--- src/rtl/ws2812_pkg.sv ---
// Shared types and timing helpers for the WS2812 frame scheduler.
// Latency: n/a (types, constants and elaboration-time functions only).
// Backpressure: n/a.
package ws2812_pkg;

   // Width of one GRB pixel word
   localparam int PIX_W = 24;

   // Frame scheduler states
   typedef enum logic [2:0] {
      ST_IDLE,
      ST_FETCH,
      ST_LOAD,
      ST_SEND,
      ST_DRAIN,
      ST_LATCH
   } state_t;

   // Clock cycles between two frame ticks
   function automatic int frame_cycles(input int clk_hz, input int frame_hz);
      return clk_hz / frame_hz;
   endfunction

   // Clock cycles the line is held idle after the last bit
   function automatic int latch_cycles(input int clk_hz, input int latch_us);
      return (clk_hz / 1_000_000) * latch_us;
   endfunction

endpackage

--- src/rtl/ws2812_dim.sv ---
// Per-channel brightness scaler: chan_out = (chan_in * (level + 1)) >> 8.
// Latency: purely combinational, 0 cycles.
// Backpressure: none; the caller decides when the result is captured.
module ws2812_dim (
   input  logic [7:0] chan_in,
   input  logic [7:0] level,
   output logic [7:0] chan_out
);

   logic [8:0]  gain;
   logic [15:0] prod;

   // level+1 makes 255 an exact identity and 0 a full blank; the product
   // never exceeds 255*256, so 16 bits hold it without overflow
   always_comb begin
      gain     = {1'b0, level} + 9'd1;
      prod     = {8'd0, chan_in} * {7'd0, gain};
      chan_out = 8'(prod >> 8);
   end

endmodule

--- src/rtl/ws2812_frame_ctrl.sv ---
// Frame scheduler: on each enabled frame tick, streams NUM_LEDS GRB words to ws2812_tx, then holds a latch gap.
// Latency: tick -> pix_rd 1 cycle, pix_rd -> tx_valid 2 cycles, 3 cycles per LED minimum.
// Backpressure: tx_data/tx_valid held until tx_ready; ticks outside IDLE are dropped with an overrun pulse.
// Optional global dimming is compiled in with WS2812_BRIGHTNESS_EN.
module ws2812_frame_ctrl
   import ws2812_pkg::*;
#(
   parameter int NUM_LEDS = 8,
   parameter int CLK_HZ   = 48_000_000,
   parameter int FRAME_HZ = 60,
   parameter int LATCH_US = 80,
   localparam int AW      = (NUM_LEDS > 1) ? $clog2(NUM_LEDS) : 1
) (
   input  logic             clk,
   input  logic             rst,
   input  logic             enable,
   output logic             pix_rd,
   output logic [AW-1:0]    pix_addr,
   input  logic [PIX_W-1:0] pix_data,
   output logic [PIX_W-1:0] tx_data,
   output logic             tx_valid,
   input  logic             tx_ready,
   input  logic             tx_idle,
   output logic             busy,
   output logic             frame_done,
   output logic             overrun
`ifdef WS2812_BRIGHTNESS_EN
   ,
   input  logic [7:0]       brightness
`endif
);

   localparam int FRAME_CYCLES = frame_cycles(CLK_HZ, FRAME_HZ);
   localparam int LATCH_CYCLES = latch_cycles(CLK_HZ, LATCH_US);
   localparam int TW           = (FRAME_CYCLES > 1) ? $clog2(FRAME_CYCLES) : 1;
   localparam int LW           = (LATCH_CYCLES > 1) ? $clog2(LATCH_CYCLES) : 1;

   localparam logic [TW-1:0] TICK_LAST  = TW'(FRAME_CYCLES - 1);
   localparam logic [LW-1:0] LATCH_LAST = LW'(LATCH_CYCLES - 1);
   localparam logic [AW-1:0] ADDR_LAST  = AW'(NUM_LEDS - 1);

   // ------------------------------------------------------------------
   // Word presented to the serializer in LOAD
   // ------------------------------------------------------------------
   logic [PIX_W-1:0] load_word;

`ifdef WS2812_BRIGHTNESS_EN
   ws2812_dim u_dim_g (
      .chan_in  (pix_data[23:16]),
      .level    (brightness),
      .chan_out (load_word[23:16])
   );

   ws2812_dim u_dim_r (
      .chan_in  (pix_data[15:8]),
      .level    (brightness),
      .chan_out (load_word[15:8])
   );

   ws2812_dim u_dim_b (
      .chan_in  (pix_data[7:0]),
      .level    (brightness),
      .chan_out (load_word[7:0])
   );
`else
   assign load_word = pix_data;
`endif

   // ------------------------------------------------------------------
   // Free-running frame tick counter
   // ------------------------------------------------------------------
   logic [TW-1:0] tick_cnt_q, tick_cnt_d;
   logic          tick;

   // Count 0..FRAME_CYCLES-1 regardless of state or enable; tick on wrap
   always_comb begin
      tick       = (tick_cnt_q == TICK_LAST);
      tick_cnt_d = tick ? '0 : tick_cnt_q + TW'(1);
   end

   // Tick counter register
   always_ff @(posedge clk) begin
      if (rst) begin
         tick_cnt_q <= '0;
      end else begin
         tick_cnt_q <= tick_cnt_d;
      end
   end

   // ------------------------------------------------------------------
   // Frame FSM
   // ------------------------------------------------------------------
   state_t           state_q, state_d;
   logic [AW-1:0]    pix_addr_q, pix_addr_d;
   logic             pix_rd_q, pix_rd_d;
   logic [PIX_W-1:0] tx_data_q, tx_data_d;
   logic             tx_valid_q, tx_valid_d;
   logic [LW-1:0]    latch_cnt_q, latch_cnt_d;
   logic             frame_done_q, frame_done_d;
   logic             busy_q, busy_d;
   logic             overrun_q, overrun_d;

   // Next state and next values of every registered output
   always_comb begin
      state_d      = state_q;
      pix_addr_d   = pix_addr_q;
      pix_rd_d     = 1'b0;
      tx_data_d    = tx_data_q;
      tx_valid_d   = tx_valid_q;
      latch_cnt_d  = latch_cnt_q;
      frame_done_d = 1'b0;

      case (state_q)
         ST_IDLE: begin
            // a tick with enable low is ignored without any indication
            if (tick && enable) begin
               state_d    = ST_FETCH;
               pix_addr_d = '0;
               pix_rd_d   = 1'b1;
            end
         end

         ST_FETCH: begin
            // pix_data arrives one cycle after the read strobe
            state_d = ST_LOAD;
         end

         ST_LOAD: begin
            // the only place tx_data changes, so it is stable while valid
            tx_data_d  = load_word;
            tx_valid_d = 1'b1;
            state_d    = ST_SEND;
         end

         ST_SEND: begin
            if (tx_valid_q && tx_ready) begin
               tx_valid_d = 1'b0;
               if (pix_addr_q == ADDR_LAST) begin
                  state_d = ST_DRAIN;
               end else begin
                  pix_addr_d = pix_addr_q + AW'(1);
                  pix_rd_d   = 1'b1;
                  state_d    = ST_FETCH;
               end
            end
         end

         ST_DRAIN: begin
            // last word accepted, wait until it has left the shifter
            if (tx_idle) begin
               latch_cnt_d = '0;
               state_d     = ST_LATCH;
            end
         end

         ST_LATCH: begin
            if (latch_cnt_q == LATCH_LAST) begin
               frame_done_d = 1'b1;
               state_d      = ST_IDLE;
            end else begin
               latch_cnt_d = latch_cnt_q + LW'(1);
            end
         end

         default: begin
            state_d = ST_IDLE;
         end
      endcase

      busy_d = (state_d != ST_IDLE);

      // Registered overrun must be high in the tick cycle itself, so look
      // one cycle ahead: tick_cnt_d/state_d are next cycle's counter/state
      overrun_d = (tick_cnt_d == TICK_LAST) && (state_d != ST_IDLE);
   end

   // FSM state and registered outputs
   always_ff @(posedge clk) begin
      if (rst) begin
         state_q      <= ST_IDLE;
         pix_addr_q   <= '0;
         pix_rd_q     <= 1'b0;
         tx_data_q    <= '0;
         tx_valid_q   <= 1'b0;
         latch_cnt_q  <= '0;
         frame_done_q <= 1'b0;
         busy_q       <= 1'b0;
         overrun_q    <= 1'b0;
      end else begin
         state_q      <= state_d;
         pix_addr_q   <= pix_addr_d;
         pix_rd_q     <= pix_rd_d;
         tx_data_q    <= tx_data_d;
         tx_valid_q   <= tx_valid_d;
         latch_cnt_q  <= latch_cnt_d;
         frame_done_q <= frame_done_d;
         busy_q       <= busy_d;
         overrun_q    <= overrun_d;
      end
   end

   assign pix_rd     = pix_rd_q;
   assign pix_addr   = pix_addr_q;
   assign tx_data    = tx_data_q;
   assign tx_valid   = tx_valid_q;
   assign busy       = busy_q;
   assign frame_done = frame_done_q;
   assign overrun    = overrun_q;

endmodule

--- config.mk ---
export PLATFORM = sky130hd
export DESIGN_NAME = ws2812_frame_ctrl
export DESIGN_NICKNAME = d
export VERILOG_FILES = /design/src/rtl/ws2812_pkg.sv /design/src/rtl/ws2812_dim.sv /design/src/rtl/ws2812_frame_ctrl.sv
export SDC_FILE = /design/constraint.sdc
export NUM_CORES = 1
export LEC_CHECK = 0
export ABC_AREA = 1
export ABC_CLOCK_PERIOD_IN_PS = 1600
export CAP_MARGIN = 20
export CORE_MARGIN = 1
export CORE_UTILIZATION = 45
export CTS_CLUSTER_DIAMETER = 80
export DETAILED_ROUTE_END_ITERATION = 10
export PLACE_DENSITY = 0.77
export SYNTH_ARGS = -nofsm -noshare
export SYNTH_HDL_FRONTEND = slang
export SYNTH_SLANG_ARGS = --single-unit
--- constraint.sdc ---
create_clock -name clk -period 1.6 [get_ports clk]
set_input_delay 0.32 -clock clk [delete_from_list [all_inputs] [get_ports clk]]
set_output_delay 0.32 -clock clk [all_outputs]
set_load 0.01 [all_outputs]
Word-level counts from Yosys, hierarchy flattened
Cells that the tools add are included.
- logic and storage cells: 61
- input bits: 29
- output and inout port bits: 32
- bits in registers: 67
- bitwise logic cells: 1
- reduce and logical (&&, ||, !) cells: 12
- muxes and demuxes: 21
- eq/ne operators: 14
- $add $sub $neg: 3
- operators with widths (kind ; number):
    equality test 20 bit, second input constant ; 2
    2-to-1 mux 12 bit ; 2
    2-to-1 mux 3 bit ; 8
    one-hot mux 12 bit (2 select lines) ; 1
    adder 20 x 1 -> 20 bit, second input constant ; 1
    2-to-1 mux 20 bit ; 1
    one-hot mux 3 bit (6 select lines) ; 1
    adder 12 x 1 -> 12 bit, second input constant ; 1
    equality test 12 bit, second input constant ; 1
    inequality test 2 bit, second input constant ; 5
    equality test 3 bit, second input constant ; 3
    equality test 3 x 2 -> 1 bit, second input constant ; 2
    one-hot mux 3 bit (2 select lines) ; 1
    nonzero test 2 bit ; 3
    2-to-1 mux 1 bit ; 5
    one-hot mux 1 bit (2 select lines) ; 2
    AND reduction 4 bit ; 1
    adder 3 x 1 -> 3 bit, second input constant ; 1
    equality test 3 x 1 -> 1 bit, second input constant ; 1
    logical AND 1 bit ; 3
    zero test 3 bit ; 1
    AND reduction 3 bit ; 1
    nonzero test 3 bit ; 1
    AND reduction 2 bit ; 1
    2 further kinds ; 2

Depth between registers and ports, before layout
Gate-level depths: netlist (run 1).
- word-level depth: 6
- mapped depth: 13

Least setup slack after synthesis (run 1)
Ideal clock, no wire load.
- kind: flip-flop to flip-flop
- start point: register tick_cnt_q[0]
- end point: register overrun_q, in the netlist overrun
- slack: 0.027 ns
- buffers on the path: 0
- setup time: 0.064 ns
- arrival time: 1.509 ns
- cell stages (with the launch flop): 11
- required time: 1.536 ns
- cells stage by stage: dfxtp_1 > ha_1 > nand2_1 > nor2_2 > nand2_1 > nor2_1 > xor2_1 > nand2_1 > nor2_1 > nand2_1 > nor2_1
- longest elaborated chain between the ends: 6
- RTL lines (item ; line ; source):
    start: declaration ; ws2812_frame_ctrl.sv:72 ; logic [TW-1:0] tick_cnt_q, tick_cnt_d;
    start signal: assignment ; ws2812_frame_ctrl.sv:86 ; tick_cnt_q <= tick_cnt_d;
    branches (longest 5 deep; another with adder 20 x 1 -> 20 bit) ; n/a ;
    logical AND 1 bit * ; ws2812_frame_ctrl.sv:174 ; overrun_d = (tick_cnt_d == TICK_LAST) && (state_d != ST_IDLE);
    end signal: assignment ; ws2812_frame_ctrl.sv:198 ; overrun_q <= overrun_d;
    end: declaration ; ws2812_frame_ctrl.sv:101 ; logic overrun_q, overrun_d;
Mark *: on every way between the ends.
A chain may end at the register's enable or synchronous reset.

Worst setup path in the final report (run 1)
- start point: register pix_addr_q[1], in the netlist pix_addr[1]
- end point: register overrun_q, in the netlist overrun
- longest elaborated chain between the ends: 6
- RTL lines (item ; line ; source):
    start: declaration ; ws2812_frame_ctrl.sv:94 ; logic [AW-1:0] pix_addr_q, pix_addr_d;
    start signal: assignment ; ws2812_frame_ctrl.sv:191 ; pix_addr_q <= pix_addr_d;
    equality test 3 bit ; ws2812_frame_ctrl.sv:138 ; if (pix_addr_q == ADDR_LAST) begin
    2-to-1 mux 3 bit ; ws2812_frame_ctrl.sv:138 ;
    2-to-1 mux 3 bit ; ws2812_frame_ctrl.sv:136 ; if (tx_valid_q && tx_ready) begin
    one-hot mux 3 bit (6 select lines) ; ws2812_frame_ctrl.sv:113 ; case (state_q)
    nonzero test 3 bit ; ws2812_frame_ctrl.sv:174 ;
    logical AND 1 bit ; ws2812_frame_ctrl.sv:174 ;
Every way passes these cells.

==> results by group, run 1 <==
STA
  • Achievable Freq: 623 MHz
  • Worst-Margin Slew: 0.361 ns
  • Final min period: 1.60 ns
  • Setup TNS: -0.00499 ns
  • Unrepaired setup endpoints after global routing: true
  • Worst-case clock skew: 0.00900 ns
  • Hold Violations, Final: 0
  • Final period util: 100%
  • Final WS setup: -0.00499 ns
  • Final setup viols: 1
  • Slew Viols, Final: 0
  • Slew margin rel.: 75.8%

Worst setup path
  • Worst Path Required: 1.84 ns
  • Most used cell, CP: nand2_1
  • CP startpoint kind: flop
  • Critical path type: flop to flop
  • Endpoint type of the worst setup path: flop
  • Crit path cell chain: ha_1, ha_1, nor2_1, nand2_1, nand2_1, nor2_1, nand2_1, inv_1, nand2_1, nand2_1, nand2_1, nand2_1, nor2_1
  • Worst EP arrival: 1.85 ns
  • Worst Path Max Fanout: 3
  • Slowest cell on the critical path: dfxtp_1
  • Largest stage delay, worst path: 0.40 ns

Power
  • Power Density: 832 nW/um^2
  • Worst vdd ir: 0.547 mV
  • P_leak: 1.92 nW
  • Final Total Pwr: 3.75 mW

GRT
  • Pin count of the biggest net entering global routing: 26
  • Grt total ovfl: 0
  • Aggregate global-route resource usage: 22.9%
  • Vias in the first global route: 3133
  • Initial antenna violation count: 0
  • First-pass GRT wire length: 13400 um

Synth
  • Post-synthesis mux area share: 0%
  • Post-synthesis xor/xnor area fraction: 2.49%
  • #FFs+latches synth: 67
  • Largest family of logic cells by synthesized area: simple AND/OR/NAND/NOR gates
  • Average size of a mapped cell: 6.78 sq um
  • Compound-Gate Fraction of Synth Area: 8.44%
  • Synth warnings: 0
  • Gate Count Post-Synth: 468
  • Synth cell types: 27
  • Syn_nets: 501
  • Synth Cell Area: 3170 sq um
  • Synth Area in Simple Gates: 38.0%
  • Synth Area in Adders: 1.58%
  • Post-synthesis sequential area ratio: 42.3%

Floorplanning
  • Die Footprint: 7390 sq um
  • Die height: 86.0 um
  • Ports: 61
  • Starting Density: 46.7%
  • CORE AREA: 6790 sq um
  • Die X: 86.0 um
  • Cell row count: 30

Min path
  • Hold Path Class: flop to flop

Placement
  • HPWL after detailed placement: 5810 um
  • RePlAce Congestion: 0.885
  • Placement Setup Slack: -0.0625 ns
  • Cell count after placement: 640
  • I/O Buffers: 60

Routing
  • Iter 0 DRT Violations: 128
  • DR pass1 iterations: 4
  • Residual DRC: 0
  • Vias per std cell: 5.01
  • WL final: 8160 um
  • Antenna-violating nets left: 0
  • Routed via count: 3308
  • Per-cell routed wire length: 12.4 um

CTS
  • CTS sink cnt: 67
  • Clk buf depth: 2
  • Clock Tree Root: clkbuf_8
  • Cts-stage hold buffer count: 0
  • CTS tree: done
  • Clock-pin slew on the worst setup and hold paths: 0.08 ns
  • CTS buffer count: 9
  • Clock network latency to the later pin of the worst-skew pair: 0.35 ns
  • H-tree depth: 3

Layout
  • Inserted Diodes: 0
  • Final nets: 592
  • Share of cells above drive strength 1: 17.2%
  • Area growth, synth to finish: 42.1%
  • Fin cells: 660

Run status
  • Status: complete, but fails checks
  • Failing checks: negative setup slack

Flow run
  • Total of max-cap violations: 0
layout by cell type (no fill, tap or decap), types with 4 or more instances in the layout:
cell type,synthesis,layout
buf_4,0,30
nand2_1,121,115
nor2_2,7,11
dfxtp_2,0,11
clkbuf_8,0,10
nand2_2,1,6
bufinv_16,0,4
dlymetal6s2s_1,0,10
dfxtp_1,67,54
nor2_4,1,4
a21oi_1,40,40
nor3_1,9,9
xor2_1,8,7
nand3_1,54,52
nor2_1,69,62
nand4_1,9,9
o21ai_0,6,5
inv_1,44,43
clkdlybuf4s50_1,0,47
worst paths after layout:
path | start | slack (ns) | depth (start not counted) | end
hold reg to reg | latch_cnt_q[10] | 0.45 | 2 | latch_cnt_q[10]
hold / removal | latch_cnt_q[10] | 0.45 | 2 | latch_cnt_q[10]
setup / recovery | pix_addr[1] | -0.005 | 13 | overrun
setup reg to reg | pix_addr[1] | -0.005 | 13 | overrun
through the flow:
stage / instance area [sq um] / hold slack, ns / utilization, %
floorplan: 3170 / 0.423 / -
global placement: 4060 / 0.437 / 59.7
detailed placement: 4060 / 0.442 / 59.7
CTS: 4350 / 0.452 / 64.1
global route: 4510 / 0.485 / 66.3
finish: 4510 / 0.448 / 66.3
cells in the mapped netlist:
cell / instances / area [sq um]
o211a_1: 1 / 10.0
a31o_2: 1 / 8.76
o21ai_0: 6 / 30.0
nand3_1: 54 / 270
a21oi_1: 40 / 200
buf_2: 2 / 10.0
xnor2_1: 1 / 8.76
nor2_1: 69 / 259
ha_1: 4 / 50.1
nand3b_1: 2 / 15.0
nor3_1: 9 / 45.0
nor4_1: 1 / 6.26
a211oi_1: 1 / 7.51
nand2_1: 121 / 454
nand2_2: 1 / 6.26
nor3_4: 1 / 16.3
nand2_4: 2 / 22.5
inv_1: 44 / 165
inv_2: 3 / 11.3
o21ai_1: 1 / 5.00
a31oi_1: 1 / 6.26
nor2_2: 7 / 43.8
dfxtp_1: 67 / 1340
xor2_1: 8 / 70.1
nand4_1: 9 / 56.3
clkbuf_1: 11 / 41.3
nor2_4: 1 / 11.3
sequential cells by signal, indices dropped and copies added (netlist names):
| name | count |
|---|---|
| busy | 1 |
| frame_done | 1 |
| latch_cnt_q | 12 |
| overrun | 1 |
| pix_addr | 3 |
| pix_rd | 1 |
| state_q | 3 |
| tick_cnt_q | 20 |
| tx_data | 24 |
| tx_valid | 1 |
critical path: cells and delay by family, from the launching register on:
family                   cells  cell delay, ns
adder cells (fa/ha/maj)      2            0.38
AND/OR/NAND/NOR             10            0.67
flip-flops                   1            0.40
buffers and inverters        1            0.06
area by class of cell:
cell class,count,area (sq um)
clock buffers,10,138
well taps,96,120
inverters,47,179
clock inverters,6,136
fillers,576,2290
flip-flops and latches,67,1360
repair buffers,93,881
multi-input cells,341,1690
where the power goes:
group	internal, mW	switching [mW]
Combinational	0.0898	0.0588
Clock	1.24	0.679
Sequential	1.67	0.0105
Total	3.00	0.748
cell families (layout without fill, tap and decap cells):
family | count (synthesis) | in the layout
AO/OA/AOI/OAI | 51 | 51
XOR/XNOR | 9 | 9
adder cells (fa/ha/maj) | 4 | 4
buffers and inverters | 60 | 156
flip-flops | 67 | 67
AND/OR/NAND/NOR | 277 | 277
layer usage:
metal	GRT usage [%]	vias up	wire, um
met5	0	-	0
met4	8.79	0	162
met3	8.85	16	686
met2	38.0	112	3800
met1	26.7	1497	3510
li1	-	1683	-
what timing repair did:
item / 4_1_cts / 5_1_grt
pin swaps: 0 / 19
setup buffers: 0 / 4
gates resized for setup: 11 / 46
setup endpoints to repair: 4 / 32
Power figures use the tool's default switching activity.
==> inputs of run 2 (changes only) <==
TNS_END_PERCENT = 5   (was default)
==> run 2 against run 1 <==
The run now ends clean; via count decreased by 0.54%; clock skew down 0.00093 ns; sequential share of layout area increased by 0.12 points; combinational power about the same; setup slack improved by 0.013 ns; cell count down 0.30%; first-iteration DRC count grew 3.1%; largest power group unchanged.
==> results by group, run 2 (synthesis gave the netlist of run 1 again) <==
Worst setup path
  • Worst Path Required: 1.88 ns
  • Endpoint type of the worst setup path: flop
  • Slowest cell on the critical path: dfxtp_1
  • Worst EP arrival: 1.87 ns
  • Largest stage delay, worst path: 0.38 ns
  • Flop2flop setup slack: 0.008 ns
  • Critical path type: flop to flop
  • Worst Path Buf+Inv: 1
  • Crit path cell chain: nand2_1, buf_4, nor2_2, nor2_1, nor2_1, nand4_1, nor2_2, nand3_1, nor2_1
  • Worst Path Max Fanout: 3
  • CP startpoint kind: flop
  • CP delay by family, top: simple AND/OR/NAND/NOR gates
  • Most used cell, CP: nor2_1

CTS
  • H-tree depth: 3
  • CTS sink cnt: 67
  • Clock-pin slew on the worst setup and hold paths: 0.07 ns
  • CTS tree: done
  • CTS buffer count: 9
  • Clk buf depth: 2
  • Clock Tree Root: clkbuf_8
  • Cts-stage hold buffer count: 0
  • Clock network latency to the later pin of the worst-skew pair: 0.35 ns

Power
  • Comb power frac: 3.9%
  • Reg power frac: 45.0%
  • Power Density: 839 nW/um^2
  • Sw frac: 19.8%
  • Internal power: 3.00 mW
  • Power share of the clock group: 51.1%
  • Final Total Pwr: 3.74 mW
  • P_leak: 1.90 nW
  • Switching power: 0.742 mW
  • Worst vdd ir: 0.546 mV

STA
  • Final setup viols: 0
  • Final WS setup: 0.00779 ns
  • Final min period: 1.59 ns
  • Unrepaired setup endpoints after global routing: true
  • Hold Violations, Final: 0
  • Final period util: 99.5%
  • Achievable Freq: 628 MHz
  • Slew Viols, Final: 0
  • Worst-case clock skew: 0.00807 ns
  • Slew margin rel.: 75.5%
  • Worst-Margin Slew: 0.366 ns

Floorplanning
  • CORE AREA: 6790 sq um
  • Starting Density: 46.7%
  • Cell row count: 30
  • Die height: 86.0 um
  • Die X: 86.0 um
  • Die Footprint: 7390 sq um
  • Ports: 61

Placement
  • I/O Buffers: 60
  • Placement Setup Slack: -0.0625 ns
  • Cell count after placement: 640
  • RePlAce Congestion: 0.885
  • HPWL after detailed placement: 5810 um

Layout
  • Share of cells above drive strength 1: 15.3%
  • Area growth, synth to finish: 40.6%
  • Final nets: 590
  • Fin cells: 658
  • Commonest non-fill, non-tap cell in the layout: nand2_1
  • Util after Layout: 65.7%
  • Most frequent cells in the layout: nand2_1 (116), nor2_1 (62), dfxtp_1 (59)
  • Max FFs per register: 24
  • Inserted Diodes: 0

Routing
  • Antenna-violating nets left: 0
  • Vias per std cell: 5.00
  • Iter 0 DRT Violations: 132
  • DR pass1 iterations: 4
  • WL final: 8060 um
  • Routed via count: 3290
  • Per-cell routed wire length: 12.2 um
  • Residual DRC: 0

Run status
  • Status: finished clean

Min path
  • Hold Path Class: flop to flop

GRT
  • Vias in the first global route: 3117
  • Pin count of the biggest net entering global routing: 26
  • Initial antenna violation count: 0
  • Aggregate global-route resource usage: 22.8%
  • First-pass GRT wire length: 13400 um
  • Grt total ovfl: 0

Flow run
  • Total of max-cap violations: 0
-- run 2: worst paths after layout --
kind | endpoint | start | cells past startpoint
max | overrun | tick_cnt_q[4] | 9
min | latch_cnt_q[10] | latch_cnt_q[10] | 2
max reg2reg | overrun | tick_cnt_q[4] | 9
min reg2reg | latch_cnt_q[10] | latch_cnt_q[10] | 2
-- run 2: per-stage QoR --
stage          TNS (ns)  hold slack (ns)  cell area, sq um
6_report              0            0.449              4460
5_1_grt          -0.203            0.485              4460
4_1_cts         -0.0450            0.452              4330
3_5_place_dp    -0.0699            0.442              4060
3_3_place_gp    -0.0391            0.437              4060
2_1_floorplan         0            0.423              3170
-- run 2: timing repair --
| item | in CTS | in global routing |
|---|---|---|
| resized for setup | 4 | 42 |
| setup buffers | 0 | 2 |
| setup endpoints to repair | 4 | 34 |
| pin swaps | 0 | 17 |
-- run 2: area by class of cell --
type                            count  area, sq um
Timing Repair Buffer               91          858
Inverter                           47          179
Fill cell                         593         2330
Sequential cell                    67         1350
Clock inverter                      6          136
Tap cell                           96          120
Multi-Input combinational cell    341         1680
Clock buffer                       10          138
-- run 2: power groups by stage --
stage,clock network [mW],registers [mW],logic [mW]
finish,1.91,1.68,0.146
global placement,0,1.72,0.135
detailed placement,0,1.72,0.138
CTS,1.94,1.68,0.139
floorplan,0,1.72,0.0371
global route,2.02,1.68,0.159
-- run 2: worst register-to-register path: cells and delay by family, from the launching register on --
family / cells / cell delay [ns]
and+or+nand+nor: 8 / 0.98
buffers and inverters: 1 / 0.16
DFF: 1 / 0.38
-- run 2: layer usage --
layer | part of all wire, % | GRT usage [%] | vias to the layer above
met5 | 0 | 0 | -
met4 | 1.7 | 8.79 | 0
met3 | 7.7 | 8.85 | 13
met2 | 47 | 37.4 | 110
met1 | 44 | 26.7 | 1485
li1 | - | - | 1682
==> inputs of run 3 (changes only) <==
ABC_CLOCK_PERIOD_IN_PS = 1800   (was 1600)
CELL_PAD_IN_SITES_DETAIL_PLACEMENT = 2   (was default)
CELL_PAD_IN_SITES_GLOBAL_PLACEMENT = 2   (was default)
CORE_UTILIZATION = 28   (was 45)
PLACE_DENSITY = 0.82   (was 0.77)
clock period = 1.8 ns   (was 1.6 ns; I/O delays follow)
==> run 3 against run 2 <==
Setup slack better by 0.11 ns; combinational power is 13% lower; non-clock buffer count is 10 lower; clock power is 9% lower; count of clock-buffer cells in the layout is 5 higher; sequential power is 11% lower; first-iteration DRC count is 39% lower; critical path depth is 1 lower; wire length is 49% higher; largest power group unchanged; highest routed layer unchanged.
==> results by group, run 3 (synthesis gave the netlist of run 1 again) <==
Floorplanning
  • Die Footprint: 11800 sq um
  • Cell row count: 38
  • Die X: 108 um
  • Die height: 108 um
  • Starting Density: 29.0%
  • Ports: 61
  • CORE AREA: 10900 sq um

CTS
  • CTS tree: done
  • Clk buf depth: 2
  • Cts-stage hold buffer count: 0
  • Clock-pin slew on the worst setup and hold paths: 0.06 ns
  • H-tree depth: 3
  • CTS buffer count: 9
  • CTS sink cnt: 67
  • Clock Tree Root: clkbuf_16
  • Clock network latency to the later pin of the worst-skew pair: 0.33 ns

Routing
  • WL final: 12000 um
  • Residual DRC: 0
  • Antenna-violating nets left: 0
  • Iter 0 DRT Violations: 80
  • DR pass1 iterations: 4
  • Per-cell routed wire length: 17.4 um
  • Vias per std cell: 4.87
  • Routed via count: 3373

GRT
  • Top Usage Layer GRT: met2
  • Pin count of the biggest net entering global routing: 47
  • Initial antenna violation count: 0
  • Met3 Use GR: 5.42%
  • Met2 Resource Use GR: 41.0%
  • Grt total ovfl: 0
  • Aggregate global-route resource usage: 21.6%
  • Routing usage on met1: 23.0%
  • First-pass GRT wire length: 19300 um
  • Vias in the first global route: 3845

Placement
  • Cell count after placement: 672
  • RePlAce Congestion: 0.826
  • HPWL after detailed placement: 8680 um
  • I/O Buffers: 60
  • Placed cell area: 4030 sq um
  • Placement Setup Slack: -0.0430 ns

Worst setup path
  • Crit path cell chain: ha_4, nand2_1, nor2_4, nand2_2, inv_1, nand3_1, nand2_1, a21oi_1
  • Critical path type: flop to flop
  • RR Startpoint: tick_cnt_q[1]
  • Most used cell, CP: nand2_1
  • Endpoint type of the worst setup path: flop
  • Worst EP arrival: 1.89 ns
  • Worst Path Buf+Inv: 1
  • CP startpoint kind: flop
  • Largest stage delay, worst path: 0.36 ns
  • Worst setup path startpoint: tick_cnt_q[1]
  • CP delay by family, top: simple AND/OR/NAND/NOR gates
  • Worst Path Required: 2.00 ns
  • Worst Path Max Fanout: 7
  • Slowest cell on the critical path: dfxtp_2

STA
  • Worst-case clock skew: 0.00747 ns
  • Worst hold margin: 0.452 ns
  • Unrepaired setup endpoints after global routing: true
  • Achievable Freq: 594 MHz
  • Final min period: 1.68 ns
  • Slew margin rel.: 68.9%
  • Final period util: 93.6%
  • Final setup viols: 0
  • Hold Violations, Final: 0
  • Final WS setup: 0.116 ns
  • Worst-Margin Slew: 0.465 ns
  • Slew Viols, Final: 0

Min path
  • Hold Path Class: flop to flop
  • Min-Delay Startpoint: latch_cnt_q[10]

Power
  • Power share of the clock group: 51.5%
  • Worst vdd ir: 0.339 mV
  • Comb power frac: 3.8%
  • Power Density: 753 nW/um^2
  • Internal power: 2.64 mW
  • Switching power: 0.707 mW
  • P_leak: 1.66 nW
  • Sw frac: 21.1%
  • Reg power frac: 44.7%

Run status
  • Status: finished clean

Layout
  • Commonest non-fill, non-tap cell in the layout: nand2_1
  • Max FFs per register: 24
  • Fin cells: 692
  • Post-route design area: 4450 sq um
  • Util after Layout: 40.7%
  • Area growth, synth to finish: 40.4%
  • Share of cells above drive strength 1: 13.2%
  • Final nets: 580
  • Most frequent cells in the layout: nand2_1 (117), nor2_1 (63), dfxtp_1 (60)
  • Inserted Diodes: 0

Flow run
  • Total of max-cap violations: 0
-- run 3: cell types whose count changed in the layout (fill, tap and decap cells not counted), moves of 4 or more --
cell             delta
clkbuf_8            -6
clkdlybuf4s50_1    +12
dlymetal6s2s_1     -10
buf_4              -11
clkbuf_16           +9
bufinv_16           -4
-- run 3: area by class of cell --
| type | count | area (sq um) |
|---|---|---|
| clock buffers | 15 | 288 |
| clock inverters | 1 | 5.00 |
| fillers | 1286 | 6480 |
| inverters | 47 | 179 |
| multi-input cells | 341 | 1690 |
| flip-flops and latches | 67 | 1350 |
| well taps | 140 | 175 |
| repair buffers | 81 | 769 |
-- run 3: power by group through the flow --
stage	clock network [mW]	logic [mW]	registers (mW)
global placement	0	0.118	1.53
finish	1.73	0.127	1.50
floorplan	0	0.0330	1.53
CTS	1.77	0.127	1.50
detailed placement	0	0.122	1.53
global route	1.82	0.137	1.50
-- run 3: final timing paths --
kind | slack [ns] | cells past startpoint | endpoint
setup / recovery | 0.12 | 8 | tick_cnt_q[8]
hold / removal | 0.45 | 2 | latch_cnt_q[10]
setup reg to reg | 0.12 | 8 | tick_cnt_q[8]
hold reg to reg | 0.45 | 2 | latch_cnt_q[10]
-- run 3: layer usage --
layer | vias to the layer above | share of wire, %
met1 | 1640 | 41
met2 | 52 | 54
met3 | 19 | 3.8
met4 | 0 | 1.6
met5 | - | 0
li1 | 1662 | -
-- run 3: timing repair --
action                                  4_1_cts  5_1_grt
cloned                                        0        0
buffers inserted                              2        2
resized for setup                             6       24
endpoints found under the setup margin        5        9
hold endpoints to repair                      0        0
pin swaps                                     2        5
-- run 3: worst register-to-register path, cell delays in order, from the launching register on --
cell and delay [ns]:
dfxtp_2 0.36, ha_4 0.16, nand2_1 0.10, nor2_4 0.14, nand2_2 0.13, inv_1 0.15
nand3_1 0.12, nand2_1 0.30, a21oi_1 0.10
-- run 3: metrics by stage --
step,setup TNS (ns),total power [mW]
after global routing,-0.0263,3.46
final,0,3.35
after floorplan,0,1.56
after CTS,0,3.40
after detailed placement,-0.146,1.65
after global placement,0,1.64
